## config.mk

```make
export PLATFORM = sky130hd
export DESIGN_NAME = branch_history_ctrl
export DESIGN_NICKNAME = d
export VERILOG_FILES = /design/src/rtl/branch_history_ctrl_pkg.sv /design/src/rtl/branch_history_ctrl_ghr_commit_shifter.sv /design/src/rtl/branch_history_ctrl.sv
export SDC_FILE = /design/constraint.sdc
export NUM_CORES = 1
export LEC_CHECK = 0
export ABC_CLOCK_PERIOD_IN_PS = 3600
export CAP_MARGIN = 20
export CELL_PAD_IN_SITES_DETAIL_PLACEMENT = 1
export CELL_PAD_IN_SITES_GLOBAL_PLACEMENT = 1
export CORE_ASPECT_RATIO = 1.4
export CORE_UTILIZATION = 20
export CTS_CLUSTER_DIAMETER = 100
export DETAILED_ROUTE_END_ITERATION = 8
export GPL_ROUTABILITY_DRIVEN = 0
export PLACE_DENSITY_LB_ADDON = 0.1
export SYNTH_ARGS = -nofsm -noshare
export SYNTH_HDL_FRONTEND = slang
export SYNTH_SLANG_ARGS = --single-unit
```

## constraint.sdc

```tcl
create_clock -name clk -period 3.6 [get_ports clk]
set_clock_uncertainty 0.2 [all_clocks]
set_input_delay 0.72 -clock clk [delete_from_list [all_inputs] [get_ports clk]]
set_output_delay 0.72 -clock clk [all_outputs]
set_load 0.01 [all_outputs]
```

## src/rtl/branch_history_ctrl_pkg.sv

```systemverilog
`default_nettype none
// ============================================================================
// Module      : branch_history_ctrl_pkg
// Description : Shared configuration, checkpoint record and arbitration helper
//               for the fetch-side branch history controller.
// Revision    : 1.0 - initial release
// ============================================================================
package branch_history_ctrl_pkg;

    localparam int c_FETCH_WIDTH          = 4;
    localparam int c_GHR_WIDTH            = 8;
    localparam int c_COMMIT_WIDTH         = 2;
    localparam int c_CHECKPOINT_ID_WIDTH  = 4;
    localparam int c_LOCAL_HISTORY_WIDTH  = 8;
    localparam int c_ARCH_REG_NUM         = 32;
    localparam int c_LSB_VEC_WIDTH        = 32;
    localparam int c_LSB_IDX_WIDTH        = $clog2(c_LSB_VEC_WIDTH);

    typedef struct packed {
        logic [c_GHR_WIDTH-1:0]           global_history;
        logic [c_LOCAL_HISTORY_WIDTH-1:0] local_history;
        logic [c_ARCH_REG_NUM-1:0]        rat_phy_map_table_valid;
        logic [c_ARCH_REG_NUM-1:0]        rat_phy_map_table_visible;
    } checkpoint_t;

    typedef enum logic [0:0] {
        ST_IDLE = 1'b0,
        ST_BUSY = 1'b1
    } bhc_state_e;

    typedef struct packed {
        logic                       found;
        logic [c_LSB_IDX_WIDTH-1:0] idx;
    } lsb_sel_t;

    // Lowest-set-bit arbiter; narrower requesters zero-extend into the vector.
    function automatic lsb_sel_t lowest_set(input logic [c_LSB_VEC_WIDTH-1:0] vec);
        lsb_sel_t res;
        res = '0;
        for (int i = c_LSB_VEC_WIDTH - 1; i >= 0; i--) begin
            if (vec[i]) begin
                res.found = 1'b1;
                res.idx   = c_LSB_IDX_WIDTH'(i);
            end
        end
        return res;
    endfunction

endpackage
`default_nettype wire

```

## src/rtl/branch_history_ctrl_ghr_commit_shifter.sv

```systemverilog
`default_nettype none
// ============================================================================
// Module      : branch_history_ctrl_ghr_commit_shifter
// Description : Applies all committing branch outcomes to a GHR in slot order.
// Revision    : 1.0 - initial release
// ============================================================================
module branch_history_ctrl_ghr_commit_shifter #(
    parameter int GHR_WIDTH    = 8,
    parameter int COMMIT_WIDTH = 2
) (
    input  logic [GHR_WIDTH-1:0]    ghr_in,
    input  logic [COMMIT_WIDTH-1:0] branch_valid,
    input  logic [COMMIT_WIDTH-1:0] taken,
    output logic [GHR_WIDTH-1:0]    ghr_out
);

    always_comb begin
        ghr_out = ghr_in;
        for (int i = 0; i < COMMIT_WIDTH; i++) begin
            if (branch_valid[i]) begin
                ghr_out = {ghr_out[GHR_WIDTH-2:0], taken[i]};
            end
        end
    end

endmodule
`default_nettype wire

```

## src/rtl/branch_history_ctrl.sv

```systemverilog
`default_nettype none
// ============================================================================
// Module      : branch_history_ctrl
// Description : Serialises predicted branches of a fetch group into checkpoint
//               pushes and maintains speculative and committed global history.
// Revision    : 1.0 - initial release
// ============================================================================
module branch_history_ctrl
    import branch_history_ctrl_pkg::*;
#(
    parameter int FETCH_WIDTH  = c_FETCH_WIDTH,
    parameter int GHR_WIDTH    = c_GHR_WIDTH,
    parameter int COMMIT_WIDTH = c_COMMIT_WIDTH,
    localparam int SLOT_W      = (FETCH_WIDTH > 1) ? $clog2(FETCH_WIDTH) : 1
) (
    input  logic                             clk,
    input  logic                             rst,
    input  logic                             fetch_bhc_valid,
    input  logic [FETCH_WIDTH-1:0]           fetch_bhc_is_branch,
    input  logic [FETCH_WIDTH-1:0]           fetch_bhc_pred_taken,
    output logic                             bhc_fetch_ready,
    output logic [SLOT_W-1:0]                bhc_fetch_push_slot,
    output logic                             bhc_fetch_push_valid,
    output logic [c_CHECKPOINT_ID_WIDTH-1:0] bhc_fetch_cp_id,
    input  logic [c_CHECKPOINT_ID_WIDTH-1:0] cpbuf_fetch_new_id,
    input  logic                             cpbuf_fetch_new_id_valid,
    output checkpoint_t                      fetch_cpbuf_data,
    output logic                             fetch_cpbuf_push,
    input  logic                             exbru_bhc_mispredict,
    input  logic                             exbru_bhc_taken,
    input  checkpoint_t                      cpbuf_exbru_data,
    input  logic [COMMIT_WIDTH-1:0]          commit_bhc_branch_valid,
    input  logic [COMMIT_WIDTH-1:0]          commit_bhc_taken,
    input  logic                             commit_cpbuf_flush,
    output logic [GHR_WIDTH-1:0]             bhc_ghr
);

    bhc_state_e             state_q, state_d;
    logic [FETCH_WIDTH-1:0] pending_q, pending_d;
    logic [GHR_WIDTH-1:0]   spec_ghr_q, spec_ghr_d;
    logic [GHR_WIDTH-1:0]   commit_ghr_q, commit_ghr_d;

    lsb_sel_t               w_sel;
    logic [SLOT_W-1:0]      w_slot;
    logic [FETCH_WIDTH-1:0] w_work_mask;
    logic [FETCH_WIDTH-1:0] w_remaining;
    logic                   w_recover;
    logic                   w_do_push;
    logic                   w_unused_bits;

    branch_history_ctrl_ghr_commit_shifter #(
        .GHR_WIDTH    (GHR_WIDTH),
        .COMMIT_WIDTH (COMMIT_WIDTH)
    ) u_commit_shifter (
        .ghr_in       (commit_ghr_q),
        .branch_valid (commit_bhc_branch_valid),
        .taken        (commit_bhc_taken),
        .ghr_out      (commit_ghr_d)
    );

    always_comb begin
        state_d              = state_q;
        pending_d            = pending_q;
        spec_ghr_d           = spec_ghr_q;
        bhc_fetch_ready      = 1'b0;
        bhc_fetch_push_valid = 1'b0;
        fetch_cpbuf_push     = 1'b0;
        fetch_cpbuf_data     = '0;

        w_work_mask = (state_q == ST_BUSY) ? pending_q
                    : (fetch_bhc_valid ? fetch_bhc_is_branch : '0);
        w_sel       = lowest_set(c_LSB_VEC_WIDTH'(w_work_mask));
        w_slot      = w_sel.idx[SLOT_W-1:0];
        w_recover   = commit_cpbuf_flush || exbru_bhc_mispredict;
        w_do_push   = w_sel.found && cpbuf_fetch_new_id_valid && !w_recover && !rst;
        w_remaining = w_do_push ? (w_work_mask & ~(FETCH_WIDTH'(1) << w_slot)) : w_work_mask;

        bhc_fetch_push_slot = w_slot;
        bhc_fetch_cp_id     = cpbuf_fetch_new_id;
        // The checkpoint carries history as it stood before this branch.
        fetch_cpbuf_data.global_history = spec_ghr_q;

        if (commit_cpbuf_flush) begin
            spec_ghr_d = commit_ghr_d;
            pending_d  = '0;
            state_d    = ST_IDLE;
        end else if (exbru_bhc_mispredict) begin
            spec_ghr_d = {cpbuf_exbru_data.global_history[GHR_WIDTH-2:0], exbru_bhc_taken};
            pending_d  = '0;
            state_d    = ST_IDLE;
        end else begin
            pending_d = w_remaining;
            state_d   = (|w_remaining) ? ST_BUSY : ST_IDLE;
            if (w_do_push) begin
                spec_ghr_d           = {spec_ghr_q[GHR_WIDTH-2:0], fetch_bhc_pred_taken[w_slot]};
                bhc_fetch_push_valid = 1'b1;
                fetch_cpbuf_push     = 1'b1;
            end
            bhc_fetch_ready = fetch_bhc_valid && (w_remaining == '0) && !rst;
        end
    end

    always_ff @(posedge clk) begin
        if (rst) begin
            state_q      <= ST_IDLE;
            pending_q    <= '0;
            spec_ghr_q   <= '0;
            commit_ghr_q <= '0;
        end else begin
            state_q      <= state_d;
            pending_q    <= pending_d;
            spec_ghr_q   <= spec_ghr_d;
            commit_ghr_q <= commit_ghr_d;
        end
    end

    assign bhc_ghr = spec_ghr_q;

    // Readback fields other than the history are not needed for recovery.
    assign w_unused_bits = ^{w_sel.idx, cpbuf_exbru_data};

endmodule
`default_nettype wire

```

# Word level (Yosys, flattened, before mapping)
# Cells that the tools add are included.
[word_totals] reg_bits=21 elab_cells=40 inputBits=103 output_inout_bits=97
[classes] order_cmp=1 muxes=20 n_shift=1 n_reduce_logical=12 bitwise_logic=2
[op_table] operator="two-way mux 8 bit" count=5
[op_table] operator="two-way mux 6 bit" count=4
[op_table] operator="two-way mux 4 bit" count=3
[op_table] operator="two-way mux 1 bit" count=7
[op_table] operator="logical AND 1 bit" count=5
[op_table] operator="AND 4 bit" count=1
[op_table] operator="logical NOT 4 bit" count=1
[op_table] operator="inverter 4 bit" count=1
[op_table] operator="OR reduction 4 bit" count=1
[op_table] operator="<< shifter 1 x 2 -> 4 bit, first input constant" count=1
[op_table] operator="< comparator 2 x 3 -> 1 bit, second input constant" count=1
[op_table] operator="nonzero test 3 bit" count=1
[op_table] operator="OR reduction 3 bit" count=1
[op_table] operator="binary-select mux 1 bit (select 2 bit)" count=1
[op_table] operator="logical NOT 1 bit" count=2
[op_table] operator="logical OR 1 bit" count=1

# Logic depth before layout (Yosys ltp)
# Gate-level depths: netlist of the first run.
[logic_depth] depth_word=15 depth_mapped=8 ltp_nobuf=6

# By module
# From an unflattened synthesis of the first run, not the netlist that was laid out.
[hier_totals] hier_cells=239 hier_area_um2=1934.4
[by_module_without_submodules] module="branch_history_ctrl" cells_per_inst=217 n_inst=1 seq_area_each_um2=420.4 area_each_um2=1735.4
[by_module_without_submodules] module="branch_history_ctrl_ghr_commit_shifter" cells_per_inst=22 n_inst=1 seq_area_each_um2=0.0 area_each_um2=198.9

# Worst setup path before layout of the first run
# Ideal clock, no wire load.
[synth_timing] kind="input to output" startpoint="in commit_cpbuf_flush" endpoint="out bhc_fetch_ready" t_required_ns=2.680 n_path_buf=1 slack_ns=0.938 cell_stages=6 arrival_time_ns=1.742 path_cell_list="buf_2 > nor3_4 > nand2_1 > a211oi_1 > o31ai_1 > nor2_1"
[synth_via] elab_chain_len=10
[synth_rtl] item="start, declared" line="branch_history_ctrl.sv:34" text="input logic commit_cpbuf_flush,"
[synth_rtl] item="logical OR 1 bit" line="branch_history_ctrl.sv:74" text="w_recover = commit_cpbuf_flush || exbru_bhc_mispredict;"
[synth_rtl] item="logical NOT 1 bit" line="branch_history_ctrl.sv:75" text="w_do_push = w_sel.found && cpbuf_fetch_new_id_valid && !w_recover && !rst;"
[synth_rtl] item="logical AND 1 bit (2 in a row)" line="branch_history_ctrl.sv:75"
[synth_rtl] item="two-way mux 4 bit" line="branch_history_ctrl.sv:76" text="w_remaining = w_do_push ? (w_work_mask & ~(FETCH_WIDTH'(1) << w_slot)) : w_work_mask;"
[synth_rtl] item="logical NOT 4 bit" line="branch_history_ctrl.sv:99" text="bhc_fetch_ready = fetch_bhc_valid && (w_remaining == '0) && !rst;"
[synth_rtl] item="logical AND 1 bit (2 in a row)" line="branch_history_ctrl.sv:99"
[synth_rtl] item="two-way mux 1 bit" line="branch_history_ctrl.sv:87" text="end else if (exbru_bhc_mispredict) begin"
[synth_rtl] item="two-way mux 1 bit *" line="branch_history_ctrl.sv:83" text="if (commit_cpbuf_flush) begin"
[synth_rtl] item="end, declared" line="branch_history_ctrl.sv:21" text="output logic bhc_fetch_ready,"
# Mark *: on every way between the ends. The rest lies on a longest branch, timed or not.

# Final worst setup path of the first run
[layout_timing] startpoint="in fetch_bhc_valid" endpoint="out bhc_fetch_push_valid"
[layout_via] elab_chain_len=12
[layout_rtl] item="start, declared" line="branch_history_ctrl.sv:18" text="input logic fetch_bhc_valid,"
[layout_rtl] item="two-way mux 4 bit *" line="branch_history_ctrl.sv:71" text=": (fetch_bhc_valid ? fetch_bhc_is_branch : '0);"
[layout_rtl] item="two-way mux 4 bit *" line="branch_history_ctrl.sv:70" text="w_work_mask = (state_q == ST_BUSY) ? pending_q"
[layout_rtl] item="two-way mux 6 bit (3 in a row)" line="branch_history_ctrl_pkg.sv:41" text="if (vec[i]) begin"
[layout_rtl] item="two-way mux 6 bit *" line="branch_history_ctrl_pkg.sv:41"
[layout_rtl] item="logical AND 1 bit * (3 in a row)" line="branch_history_ctrl.sv:75"
[layout_rtl] item="two-way mux 1 bit *" line="branch_history_ctrl.sv:94" text="if (w_do_push) begin"
[layout_rtl] item="two-way mux 1 bit *" line="branch_history_ctrl.sv:87"
[layout_rtl] item="two-way mux 1 bit *" line="branch_history_ctrl.sv:83"
[layout_rtl] item="end, declared" line="branch_history_ctrl.sv:23" text="output logic bhc_fetch_push_valid,"
# Marks and branches as above.

==> reports/metrics.csv, run 1 <==
metric,value,unit
drive_above_1_share,14.7,%
grt_pass1_vias,1513,
period_needed,3460,ps
syn_to_final_growth,21.8,%
port_buffers,46,
power_density,299,nW/um^2
min_period_over_period,96.0,%
met1_length,1.85,mm
swShare,29.9,%
grt_max_degree,19,
initial_utilization,20.5,%
hpwl,3.94,mm
r2r_slack,1390,ps
crit_path_end_kind,output pin,
ctsHoldBuffers,0,
post_cts_buffers,0,
critPathLaunchType,input pin,
cts_buffers,3,
top_layer,met4,
leakagePower,1.02,nW
nNetsFinal,390,
crit_required,2680,ps
dieArea,10000,um^2
ios,200,
drtIter0Drc,23,
cp_max_fo,4,
ys_ff_latch,21,
routed-wl-met3,279,um
report.power.total,0.000702,W
pwr-share-seq,36.3,%
grt_use_total,9.37,%
async_flop_share,0,%
yosys_warnings,0,
wl_met2,2.51,mm
cap_violations,0,
setup_slack,144,ps
clockBufferDepth,2,
clk_latency,260,ps
clkTransAtPathRegs,60,ps
ir_drop,0.110,mV
synthTopCellsByArea,"buf_4, dfxtp_1, a21oi_1",
switchingPower,0.000210,W
synth_flop_cell,dfxtp_1,
drt-total-wl,4.70,mm
hold_viol,0,
avgSynthCellArea,8.04,um^2
fp.dieW,85.0,um
ys_types,43,
internal_power,0.000493,W
tritoncts,done,
overflow,0,
antenna_cells,0,
avgRoutedWirePerCell,11.9,um
grt_pass1_wl,7.36,mm
synth-edff-count,0,
vias,1549,
arrival,2540,ps
slew_violations,0,
cts_root_buf,clkbuf_16,
htree_levels,1,
pre_cts_slack,-183,ps
fp.dieH,118,um
clockPowerShare,34.2,%
pwr-share-comb,29.5,%
outcome,completed,
first_pass_iters,3,
max_freq,0.289,GHz
core,9410,um^2
slew-limit-headroom,61.5,%
synth_common_cells,"buf_4, dfxtp_1, a21oi_1",
setup_viol,0,
ant_nets,0,
rsz0062_at_grt,no,
synthCells,240,
worst_pin_slew,577,ps
antenna_found_initial,0,
clock_sinks,21,
drc_errors,0,
synth_area,1930,um^2
synth.most_common_cell,buf_4,
synthDominantCellAreaShare,33.5,%
ys_seq_area_share,21.8,%
rows,42,
worstSetupPathType,input pin to output pin,
hp-class,register to register,
viasPerCell,3.91,
netlist.top_cell.by_area,buf_4,
==> path summary, 6_finish.rpt <==
path / startpoint / endpoint / cells past startpoint
worst min register to register: bhc_ghr[7] / bhc_ghr[7] / 2
worst min-delay path: bhc_ghr[7] / bhc_ghr[7] / 2
worst max register to register: state_q / state_q / 6
worst max-delay path: fetch_bhc_valid / bhc_fetch_push_valid / 7
==> layout by cell type, fill, tap and decap left out, types with 6 or more instances in the layout <==
cell	count
mux2i_1	8
o21ai_0	6
nor2b_1	6
conb_1	72
a211oi_1	8
a21oi_1	18
buf_4	19
o21ai_1	10
dfxtp_1	21
clkdlybuf4s50_1	45
nor2_1	13
nand3_1	7
mux2_2	8
nand2_1	8
==> per-stage QoR <==
step,util [%],hold slack [ps],TNS [ps],instance area (um^2),std cells
2_1_floorplan,-,301,0,2200,311
3_3_place_gp,23.8,286,-185,2240,392
3_5_place_dp,23.8,295,-183,2240,392
4_1_cts,24.9,303,0,2340,396
5_1_grt,25.0,341,0,2350,396
6_report,25.0,297,0,2350,396
==> area by class of cell <==
type / instances / area (um^2)
timing repair buffer: 65 / 602
inverter: 4 / 20.0
clock buffer: 4 / 78.8
multi-input combinational: 192 / 1090
fill: 1144 / 7060
tap: 110 / 138
sequential: 21 / 420
==> power by group through the flow <==
stage | sequential, W | clock, W | combinational, W
final | 0.000255 | 0.000240 | 0.000207
after global routing | 0.000257 | 0.000263 | 0.000228
after CTS | 0.000256 | 0.000248 | 0.000209
after detailed placement | 0.000261 | 0 | 0.000205
after global placement | 0.000261 | 0 | 0.000205
after floorplan | 0.000259 | 0 | 0.000182
==> state kept, by name, indices dropped and copies added, names as in the netlist <==
| signal | cells |
|---|---|
| pending_q | 4 |
| state_q | 1 |
| commit_ghr_q | 8 |
| bhc_ghr | 8 |
==> critical path: stages <==
cell,delay (ps)
clkdlybuf4s50_1,550
nand2b_1,90
o21a_2,230
buf_4,150
a21o_1,200
inv_6,70
clkdlybuf4s50_1,520
==> per-layer routing <==
layer	GRT usage [%]	up-vias
met5	0	-
met1	9.98	709
met2	18.1	76
met4	3.71	0
met3	1.19	5
li1	-	759
==> repair_timing <==
action,CTS,global route
endpoints found under the hold margin,0,0
resized for setup,5,1
setup endpoints to repair,1,1
==> cell families (layout without fill, tap and decap cells) <==
kind of cell | count (synthesis) | count (layout) | share of synthesized area, %
AO/OA/AOI/OAI | 58 | 58 | 19.3
AND/OR/NAND/NOR | 45 | 45 | 12.1
multiplexers | 17 | 17 | 9.60
other | 1 | 72 | 0.194
buffers and inverters | 98 | 73 | 37.1
flip-flops | 21 | 21 | 21.8
(Power assumes the default switching activity.)
==> run 2, diff against run 1 <==
GPL_TIMING_DRIVEN = 0   (was default)
==> run 2 against run 1 <==
Against the previous run: routed wire length grew 9.2%; hold slack lost 1.4 ps; via count grew 16%; setup slack lost 64 ps; largest power group is now combinational logic; critical path depth grew 1; cell count grew 19%; design area grew 23%; global-route usage grew 0.94 points.
==> reports/metrics.csv, run 2 (synthesis results as in run 1) <==
metric,value,unit,change
slew-limit-headroom,66.5,%,+5.0 points
nFillCells,1169,,+2.2%
worst_pin_slew,500,ps,-76.4 ps
drt-total-wl,5.14,mm,+9.2%
hpwl,4.39,mm,+12%
timing.rr.start,state_q,,
final_common_cell,buf_4,,
rsz0062_at_grt,no,,
htree_levels,1,,unchanged
drc_errors,0,,unchanged
cap_violations,0,,unchanged
vias,1791,,+16%
layout_common_cells,"buf_4, conb_1, clkdlybuf4s50_1",,
tritoncts,done,,
setup_viol,0,,unchanged
cts_buffers,3,,unchanged
startpoint,fetch_bhc_is_branch[2],,
avgRoutedWirePerCell,10.9,um,-8.3%
cts_root_buf,clkbuf_16,,
outcome,completed,,
max_freq,0.284,GHz,-1.8%
clock_sinks,21,,unchanged
fp.dieW,85.0,um,unchanged
nNetsFinal,466,,+19%
syn_to_final_growth,49.7,%,
dieArea,10000,um^2,unchanged
hp-start,bhc_ghr[7],,
clk_latency,260,ps,about the same
drive_above_1_share,31.5,%,+17 points
hold_viol,0,,unchanged
critPathLaunchType,input pin,,
ios,200,,unchanged
leakagePower,1.43,nW,+40%
hp-class,register to register,,
initial_utilization,20.5,%,unchanged
ir_drop,0.114,mV,+4.3%
fp.dieH,118,um,unchanged
worstSetupPathType,input pin to output pin,,
power_density,264,nW/um^2,-12%
fin_cells,472,,+19%
design_area,2890,um^2,+23%
viasPerCell,3.79,,-3.0%
drtIter0Drc,61,,+170%
dpl.cell_count,467,,+19%
antenna_cells,0,,unchanged
crit_required,2680,ps,about the same
ant_nets,0,,unchanged
slew_violations,0,,unchanged
cp_max_fo,10,,+6
arrival,2600,ps,+60 ps
overflow,0,,unchanged
port_buffers,46,,unchanged
crit_path_end_kind,output pin,,
grt_pass1_vias,1745,,+15%
grt_pass1_wl,8.25,mm,+12%
core,9410,um^2,unchanged
place_area,2790,um^2,+25%
ctsHoldBuffers,0,,unchanged
clkTransAtPathRegs,60,ps,about the same
fin_util,30.7,%,+5.7 points
min_period_over_period,97.8,%,+1.8 points
grt_max_degree,13,,-6
period_needed,3520,ps,+64.2 ps
clockBufferDepth,2,,unchanged
grt_use_total,10.3,%,+0.94 points
rows,42,,unchanged
antenna_found_initial,0,,unchanged
first_pass_iters,4,,+1
==> run 2: changes by cell type in the layout (fill, tap and decap cells not counted), moves of 2 or more <==
cell             previous run  this run
buf_6                       0         2
buf_4                      19        87
dlygate4sd2_1               1         3
clkdlybuf4s50_1            45        43
buf_2                       0         3
==> run 2: layout make-up <==
class,count,area (um^2),share of cell area [%]
multi-input cells,192,1070,37.1
plain buffers,94,696,24.1
repair buffers,47,464,16.1
flip-flops and latches,21,420,14.6
well taps,110,138,4.76
clock buffers,3,75.1,2.60
inverters,4,20.0,0.693
clock inverters,1,5.00,0.173
==> run 2: metal layers <==
layer,vias up,part of all wire [%],global-route usage (%)
li1,908,-,-
met1,796,38,10.5
met2,83,53,20.4
met3,4,7.8,1.89
met4,0,1.3,3.50
met5,-,0,0
==> run 2: report_power, final <==
part	total [W]	leakage, nW	internal, W	switching [W]
Clock	0.000240	0.0409	0.000149	0.0000911
Sequential	0.000254	0.172	0.000244	0.0000103
Combinational	0.000269	1.21	0.000147	0.000122
==> run 2: worst max-delay path, stage by stage <==
cell and delay, ps:
clkdlybuf4s50_1 510, nor2_1 80, o21a_2 250, a21o_1 180
buf_6 140, inv_6 90, buf_4 100, clkdlybuf4s50_1 520
==> run 2: stage by stage <==
step | hold slack [ps] | TNS [ps] | setup WS [ps] | power [W]
floorplan | 301 | 0 | 938 | 0.000441
finish | 296 | 0 | 79.5 | 0.000763
detailed placement | 295 | -783 | -291 | 0.000526
CTS | 303 | 0 | 64.3 | 0.000771
global placement | 287 | -815 | -301 | 0.000524
global route | 339 | 0 | 1.41 | 0.000807
==> run 2: path summary, 6_finish.rpt <==
path	endpoint	slack, ps	depth (start not counted)
worst max-delay path	fetch_cpbuf_push	80	8
worst min-delay path	bhc_ghr[7]	300	2
worst min register to register	bhc_ghr[7]	300	2
worst max register to register	state_q	1740	5
==> run 2: what timing repair did <==
| action | CTS | global route |
|---|---|---|
| endpoints found under the hold margin | 0 | 0 |
| setup endpoints to repair | 3 | 0 |
| gates resized for setup | 4 | 0 |
| buffers inserted | 1 | 0 |
==> run 3, diff against run 2 <==
CTS_CLUSTER_SIZE = 24   (was default)
==> results of run 3 <==
No change in the layout: final DEF, timing and power equal those of run 2.
